<file path="src/rtl/fp_mul_pipe.sv">
// fp_mul_pipe: 4-stage IEEE-754-style multiplier (unpack, multiply, normalise, round/pack), falling-edge clocked.
// Define FPM_RNE_EN for round-to-nearest-even; without it the mantissa is truncated.
module fp_mul_pipe #(
   parameter  int unsigned EXP_W = 8,
   parameter  int unsigned MAN_W = 23,
   localparam int unsigned W     = 1 + EXP_W + MAN_W
) (
   input  logic         clkn_i,
   input  logic         rstn_i,
   input  logic         valid_i,
   output logic         ready_o,
   input  logic [W-1:0] a_i,
   input  logic [W-1:0] b_i,
   output logic         valid_o,
   input  logic         ready_i,
   output logic [W-1:0] result_o,
   output logic         nv_o,
   output logic         ovf_o,
   output logic         unf_o
);
   localparam int unsigned PW = 2*MAN_W + 2;
   localparam int unsigned EW = EXP_W + 2;
   localparam logic signed [EW-1:0] BIAS  = EW'((1 << (EXP_W-1)) - 1);
   localparam logic signed [EW-1:0] EMAX  = EW'((1 << EXP_W) - 1);
   localparam logic signed [EW-1:0] EZERO = '0;
   localparam logic signed [EW-1:0] EONE  = EW'(1);

   logic w_adv;

   // Stage 1 inputs
   logic             w_sa, w_sb;
   logic [EXP_W-1:0] w_ea, w_eb;
   logic [MAN_W-1:0] w_fa, w_fb;
   logic             w_a_zero, w_a_inf, w_a_nan, w_a_norm;
   logic             w_b_zero, w_b_inf, w_b_nan, w_b_norm;

   // Pipeline registers
   logic             r1_valid, r1_sign, r1_nv, r1_inf, r1_zero;
   logic [EXP_W-1:0] r1_ea, r1_eb;
   logic [MAN_W:0]   r1_ma, r1_mb;

   logic                 r2_valid, r2_sign, r2_nv, r2_inf, r2_zero;
   logic [PW-1:0]        r2_prod;
   logic signed [EW-1:0] r2_e;

   logic                 r3_valid, r3_sign, r3_nv, r3_inf, r3_zero;
   logic [MAN_W-1:0]     r3_man;
   logic                 r3_g, r3_s;
   logic signed [EW-1:0] r3_e;

   logic         r4_valid, r4_nv, r4_ovf, r4_unf;
   logic [W-1:0] r4_res;

   // Combinational per-stage results
   logic signed [EW-1:0] w_sum_e;
   logic [MAN_W-1:0]     w_n_man;
   logic                 w_n_g, w_n_s;
   logic signed [EW-1:0] w_n_e;
   logic [MAN_W-1:0]     w_r_man;
   logic signed [EW-1:0] w_r_e;
   logic [W-1:0]         w_res;
   logic                 w_nv, w_ovf, w_unf;

   assign w_adv   = ~r4_valid | ready_i;
   assign ready_o = w_adv;

   assign {w_sa, w_ea, w_fa} = a_i;
   assign {w_sb, w_eb, w_fb} = b_i;

   // Subnormals (exp==0) are flushed to zero on entry
   assign w_a_zero = (w_ea == '0);
   assign w_a_inf  = (&w_ea) & (w_fa == '0);
   assign w_a_nan  = (&w_ea) & (|w_fa);
   assign w_a_norm = ~w_a_zero & ~(&w_ea);
   assign w_b_zero = (w_eb == '0);
   assign w_b_inf  = (&w_eb) & (w_fb == '0);
   assign w_b_nan  = (&w_eb) & (|w_fb);
   assign w_b_norm = ~w_b_zero & ~(&w_eb);

   assign w_sum_e = $signed({2'b00, r1_ea}) + $signed({2'b00, r1_eb}) - BIAS;

   always_comb begin
      if (r2_prod[PW-1]) begin
         w_n_man = r2_prod[2*MAN_W -: MAN_W];
         w_n_g   = r2_prod[MAN_W];
         w_n_s   = |r2_prod[MAN_W-1:0];
         w_n_e   = r2_e + EONE;
      end else begin
         w_n_man = r2_prod[2*MAN_W-1 -: MAN_W];
         w_n_g   = r2_prod[MAN_W-1];
         w_n_s   = |r2_prod[MAN_W-2:0];
         w_n_e   = r2_e;
      end
   end

`ifdef FPM_RNE_EN
   logic             w_inc;
   logic [MAN_W:0]   w_man_c;
   assign w_inc   = r3_g & (r3_s | r3_man[0]);
   assign w_man_c = {1'b0, r3_man} + (MAN_W+1)'(w_inc);
   // An all-ones mantissa rounding up wraps to zero, so only the exponent needs the carry
   assign w_r_man = w_man_c[MAN_W-1:0];
   assign w_r_e   = w_man_c[MAN_W] ? (r3_e + EONE) : r3_e;
`else
   logic w_unused_gs;
   assign w_unused_gs = r3_g | r3_s;
   assign w_r_man     = r3_man;
   assign w_r_e       = r3_e;
`endif

   always_comb begin
      w_res = {r3_sign, w_r_e[EXP_W-1:0], w_r_man};
      w_nv  = 1'b0;
      w_ovf = 1'b0;
      w_unf = 1'b0;
      if (r3_nv) begin
         w_res = {1'b0, {EXP_W{1'b1}}, 1'b1, {(MAN_W-1){1'b0}}};
         w_nv  = 1'b1;
      end else if (r3_inf) begin
         w_res = {r3_sign, {EXP_W{1'b1}}, {MAN_W{1'b0}}};
      end else if (r3_zero) begin
         w_res = {r3_sign, {(W-1){1'b0}}};
      end else if (w_r_e >= EMAX) begin
         w_res = {r3_sign, {EXP_W{1'b1}}, {MAN_W{1'b0}}};
         w_ovf = 1'b1;
      end else if (w_r_e <= EZERO) begin
         w_res = {r3_sign, {(W-1){1'b0}}};
         w_unf = 1'b1;
      end
   end

   always_ff @(negedge clkn_i or negedge rstn_i) begin
      if (!rstn_i) begin
         r1_valid <= 1'b0; r1_sign <= 1'b0; r1_nv <= 1'b0; r1_inf <= 1'b0; r1_zero <= 1'b0;
         r1_ea    <= '0;   r1_eb   <= '0;   r1_ma <= '0;   r1_mb  <= '0;
         r2_valid <= 1'b0; r2_sign <= 1'b0; r2_nv <= 1'b0; r2_inf <= 1'b0; r2_zero <= 1'b0;
         r2_prod  <= '0;   r2_e    <= '0;
         r3_valid <= 1'b0; r3_sign <= 1'b0; r3_nv <= 1'b0; r3_inf <= 1'b0; r3_zero <= 1'b0;
         r3_man   <= '0;   r3_g    <= 1'b0; r3_s  <= 1'b0; r3_e   <= '0;
         r4_valid <= 1'b0; r4_nv   <= 1'b0; r4_ovf <= 1'b0; r4_unf <= 1'b0;
         r4_res   <= '0;
      end else if (w_adv) begin
         r1_valid <= valid_i;
         r1_sign  <= w_sa ^ w_sb;
         r1_nv    <= w_a_nan | w_b_nan | (w_a_inf & w_b_zero) | (w_a_zero & w_b_inf);
         r1_inf   <= w_a_inf | w_b_inf;
         r1_zero  <= w_a_zero | w_b_zero;
         r1_ea    <= w_ea;
         r1_eb    <= w_eb;
         r1_ma    <= {w_a_norm, w_fa};
         r1_mb    <= {w_b_norm, w_fb};

         r2_valid <= r1_valid;
         r2_sign  <= r1_sign;
         r2_nv    <= r1_nv;
         r2_inf   <= r1_inf;
         r2_zero  <= r1_zero;
         r2_prod  <= PW'(r1_ma) * PW'(r1_mb);
         r2_e     <= w_sum_e;

         r3_valid <= r2_valid;
         r3_sign  <= r2_sign;
         r3_nv    <= r2_nv;
         r3_inf   <= r2_inf;
         r3_zero  <= r2_zero;
         r3_man   <= w_n_man;
         r3_g     <= w_n_g;
         r3_s     <= w_n_s;
         r3_e     <= w_n_e;

         // A bubble leaves the previous result in place; flags only accompany a valid result
         r4_valid <= r3_valid;
         if (r3_valid) r4_res <= w_res;
         r4_nv    <= r3_valid & w_nv;
         r4_ovf   <= r3_valid & w_ovf;
         r4_unf   <= r3_valid & w_unf;
      end
   end

   assign valid_o  = r4_valid;
   assign result_o = r4_res;
   assign nv_o     = r4_nv;
   assign ovf_o    = r4_ovf;
   assign unf_o    = r4_unf;

endmodule

</file>
<file path="config.mk">
export PLATFORM = sky130hd
export DESIGN_NAME = fp_mul_pipe
export DESIGN_NICKNAME = d
export VERILOG_FILES = /design/src/rtl/fp_mul_pipe.sv
export SDC_FILE = /design/constraint.sdc
export NUM_CORES = 2
export LEC_CHECK = 0
export BUFFER_PORTS_ARGS = -buffer_cell sky130_fd_sc_hd__buf_2
export CELL_PAD_IN_SITES_DETAIL_PLACEMENT = 1
export CELL_PAD_IN_SITES_GLOBAL_PLACEMENT = 2
export CORE_UTILIZATION = 38
export DETAILED_ROUTE_END_ITERATION = 8
export PLACE_DENSITY_LB_ADDON = 0.1
export SETUP_SLACK_MARGIN = 0.15
export SLEW_MARGIN = 0
export SYNTH_ARGS = -nofsm -noshare
export SYNTH_HDL_FRONTEND = slang
export SYNTH_SLANG_ARGS = --single-unit
</file>
<file path="constraint.sdc">
create_clock -name clkn_i -period 15.6 [get_ports clkn_i]
set_clock_uncertainty 0.05 [all_clocks]
set_input_delay 0.78 -clock clkn_i [delete_from_list [all_inputs] [get_ports clkn_i]]
set_output_delay 0.78 -clock clkn_i [all_outputs]
set_load 0.005 [all_outputs]
</file>
== Word-level counts from Yosys, hierarchy flattened ==
Index checks and enable logic that the tools add are counted.
W data, S select, Z words.

* Add/sub/neg operators: 3
* $mul: 1
* $lt $le $gt $ge: 2
* Mux-type cells: 17
* Bitwise logic cells: 23
* Reductions and logical operators: 9

{| class="wikitable"
|+ Operator list
! cell !! count
|-
| $mux W31 || 4
|-
| $mul A24 B24 Y48 || 1
|-
| $logic_not A23 Y1 || 2
|-
| $reduce_or A23 Y1 || 2
|-
| $mux W32 || 1
|-
| $mux W23 || 1
|-
| $logic_not A8 Y1 || 2
|-
| $reduce_and A8 Y1 || 2
|-
| $and A1 B1 Y1 || 11
|-
| $add A10 B2 Y10 const B || 1
|-
| $ge A10 B9 Y1 const B || 1
|-
| $le A10 B1 Y1 const B || 1
|-
| $mux W1 || 10
|-
| $mux W10 || 1
|-
| $sub A9 B7 Y10 const B || 1
|-
| $add A8 B8 Y9 || 1
|-
| $or A1 B1 Y1 || 6
|-
| $not A1 Y1 || 5
|-
| $reduce_and A2 Y1 || 1
|-
| $xor A1 B1 Y1 || 1
|}

* Flip-flop bits (word level): 206
* Input port bits: 68
* Output and inout port bits: 37

== Longest topological paths before layout ==
* Depth after elaboration: 7
* Depth in mapped cells: 26

==> flow_metrics.tcl <==
set metrics [dict create \
    status "finished clean" \
    yosys_most_used_dff "dfrtn_1" \
    cts_resized 0 \
    rsz0062_at_grt "no" \
    drc 0 \
    ios 105 \
    max_slew_margin_pct 12.9 \
    path_clk_slew_ns 0.05 \
    synthCells 2945 \
    gp_congestion 0.826 \
    post_drt_wl_per_cell_um 20.5 \
    hp-class "reg -> reg" \
    startpoint "ready_i" \
    final_hold_viol_count 0 \
    hold_buffers 0 \
    grt_pass1_wl_um 129000 \
    startpoint_type "input port" \
    worst_slew_pin_slew_ns 1.30 \
    ys_top_cells_by_area "fa_1, dfrtn_1, ha_1" \
    cts_root_buf "clkbuf_16" \
    die_area_sq_um 70400 \
    num_rows 96 \
    postCtsSetupBuffers 0 \
    grtUsageTotal_pct 24.0 \
    synth_warnings 0 \
    numPortBuffers 104 \
    first_global_vias 22500 \
    crit_type "in -> reg" \
    cts_buffers 17 \
    cts_tree "built" \
    drt_iter0_markers 747 \
    fin_tns_setup_ns 0 \
    synth-edff-count 0 \
    dr_total_vias 19500 \
    fin_nets 3700 \
    die_y_um 265 \
    endpoint_kind "flop" \
    start_util_pct 38.4 \
    antennaDiodeCount 0 \
    htreeDepth 4 \
    antenna_found_initial 1 \
    cp.arrival_ns 3.53 \
    syn_nets 3681 \
    synth_seq_area_share_pct 17.4 \
    wirelength_um 80100 \
    final_max_slew_viol_count 0 \
    syn2layout_area_growth_pct 7.85 \
    grt_max_degree 118 \
    via_per_inst 5.00 \
    max_cap_violations 0 \
    die_w_um 265 \
    grt_overflow 0 \
    drive_above_1_share_pct 6.58 \
    ys_ff_latch 183 \
    syn_avg_cell_area_sq_um 8.95 \
    clock-sinks 183 \
    rrSetupSlack_ns 7.88 \
    clk_latency_ns 0.42 \
    yosysTopAreaCellShare_pct 36.6 \
    post-synth-top-count-cell "nand2_1" \
    core_sq_um 68600 \
    firstDrtPassIters 4 \
    cts_buffer_depth 2 \
    r2r_start "r1_mb[1]" \
    ant_nets 0 \
    setup_violations 0 \
    synthArstFlopShare_pct 100 \
    synth_common_cells "nand2_1, inv_1, fa_1, and2_1, ha_1" \
    crit_required_ns 7.94 \
    crit_fanout 93 \
    synth.distinct_cells 58 \
    min-delay-start "nv_o" \
    dpl.hpwl_um 62100 \
    syn_area_sq_um 26400 \
    yosysTopAreaCell "fa_1" \
]
## critical path, stage by stage
cell,delay (ns)
buf_2,0.10
nor2b_4,0.03
buf_4,0.37
inv_4,0.38
nand2_1,0.59
nor3_1,1.05
a21oi_1,0.19
## sequential cells by signal, indices dropped and copies added (netlist names), 8 cells and up
signal	cells
r2_prod	25
r1_eb	8
r3_man	23
r2_e	10
r1_ma	24
r1_mb	24
r3_e	10
result_o	32
r1_ea	8
## layout by cell type (no fill, tap or decap), types with 3 or more instances in the layout
| master | Yosys | final |
|---|---|---|
| mux2i_1 | 26 | 26 |
| and3_1 | 10 | 10 |
| nor3_1 | 17 | 16 |
| a211oi_1 | 6 | 6 |
| o21a_1 | 6 | 6 |
| nand2b_1 | 4 | 4 |
| fa_1 | 482 | 482 |
| a21o_1 | 24 | 24 |
| inv_6 | 0 | 4 |
| ha_1 | 186 | 186 |
| clkbuf_16 | 0 | 17 |
| a31oi_1 | 10 | 10 |
| buf_4 | 2 | 51 |
| clkbuf_8 | 0 | 3 |
| nand2_1 | 610 | 610 |
| nor4_1 | 16 | 16 |
| nor2_1 | 66 | 66 |
| o31ai_1 | 6 | 6 |
| inv_1 | 559 | 559 |
| xnor2_1 | 22 | 22 |
| nand3_1 | 11 | 11 |
| xor2_1 | 13 | 13 |
| o21ai_1 | 9 | 9 |
| dfrtn_1 | 183 | 183 |
| o211ai_1 | 3 | 3 |
| buf_2 | 0 | 103 |
| and2_1 | 278 | 278 |
| o22ai_1 | 3 | 3 |
| a21oi_1 | 77 | 77 |
| o21ai_0 | 76 | 76 |
| inv_8 | 0 | 3 |
| o21bai_1 | 10 | 10 |
| a22o_1 | 24 | 24 |
| nand4_1 | 18 | 18 |
## stage by stage
step	cells	cell area (sq um)	worst slack [ns]	hold slack [ns]	utilization, %
3_5_place_dp	3876	27900	4.00	0.362	40.6
4_1_cts	3908	28400	4.41	0.362	41.5
6_report	3908	28400	4.41	0.357	41.5
3_3_place_gp	3876	27900	4.17	0.360	40.6
5_1_grt	3908	28400	4.03	0.385	41.5
2_1_floorplan	2945	26400	5.77	0.349	-
## area by class of cell
type / instances / area, sq um
clock buffer: 21 / 460
fill: 8049 / 40200
inverter: 560 / 2100
tap: 931 / 1160
multi-input combinational: 2047 / 19100
clock inverter: 11 / 106
timing repair buffer: 155 / 912
sequential: 183 / 4580
## routing by layer
| layer | vias to the layer above | global-route usage (%) | wire (um) |
|---|---|---|---|
| li1 | 8905 | - | - |
| met4 | 0 | 5.62 | 1760 |
| met1 | 10300 | 30.8 | 35000 |
| met5 | - | 0 | 0 |
| met3 | 86 | 2.47 | 2090 |
| met2 | 254 | 43.3 | 41300 |
## worst paths after layout
check                                     to  depth (start not counted)
worst max-delay path            result_o[26]                          7
worst min-delay path                    nv_o                          2
worst max register to register   r2_prod[45]                         21
worst min register to register          nv_o                          2
max in group asynchronous           r1_ma[6]                          2
min in group asynchronous           r1_valid                          1
## cell families (layout without fill, tap and decap cells)
| group | count (synthesis) | in the layout | synth area share (%) |
|---|---|---|---|
| XOR/XNOR | 35 | 35 | 1.16 |
| multiplexers | 27 | 27 | 1.03 |
| buffers and inverters | 715 | 747 | 10.2 |
| adder cells (fa/ha/maj) | 668 | 668 | 45.4 |
| flip-flops | 183 | 183 | 17.4 |
| AO/OA/AOI/OAI | 273 | 273 | 6.53 |
| AND/OR/NAND/NOR | 1044 | 1044 | 18.3 |
Power is not shown: default switching activity piles up to over one toggle a cycle in this logic, so the estimate is an artifact.
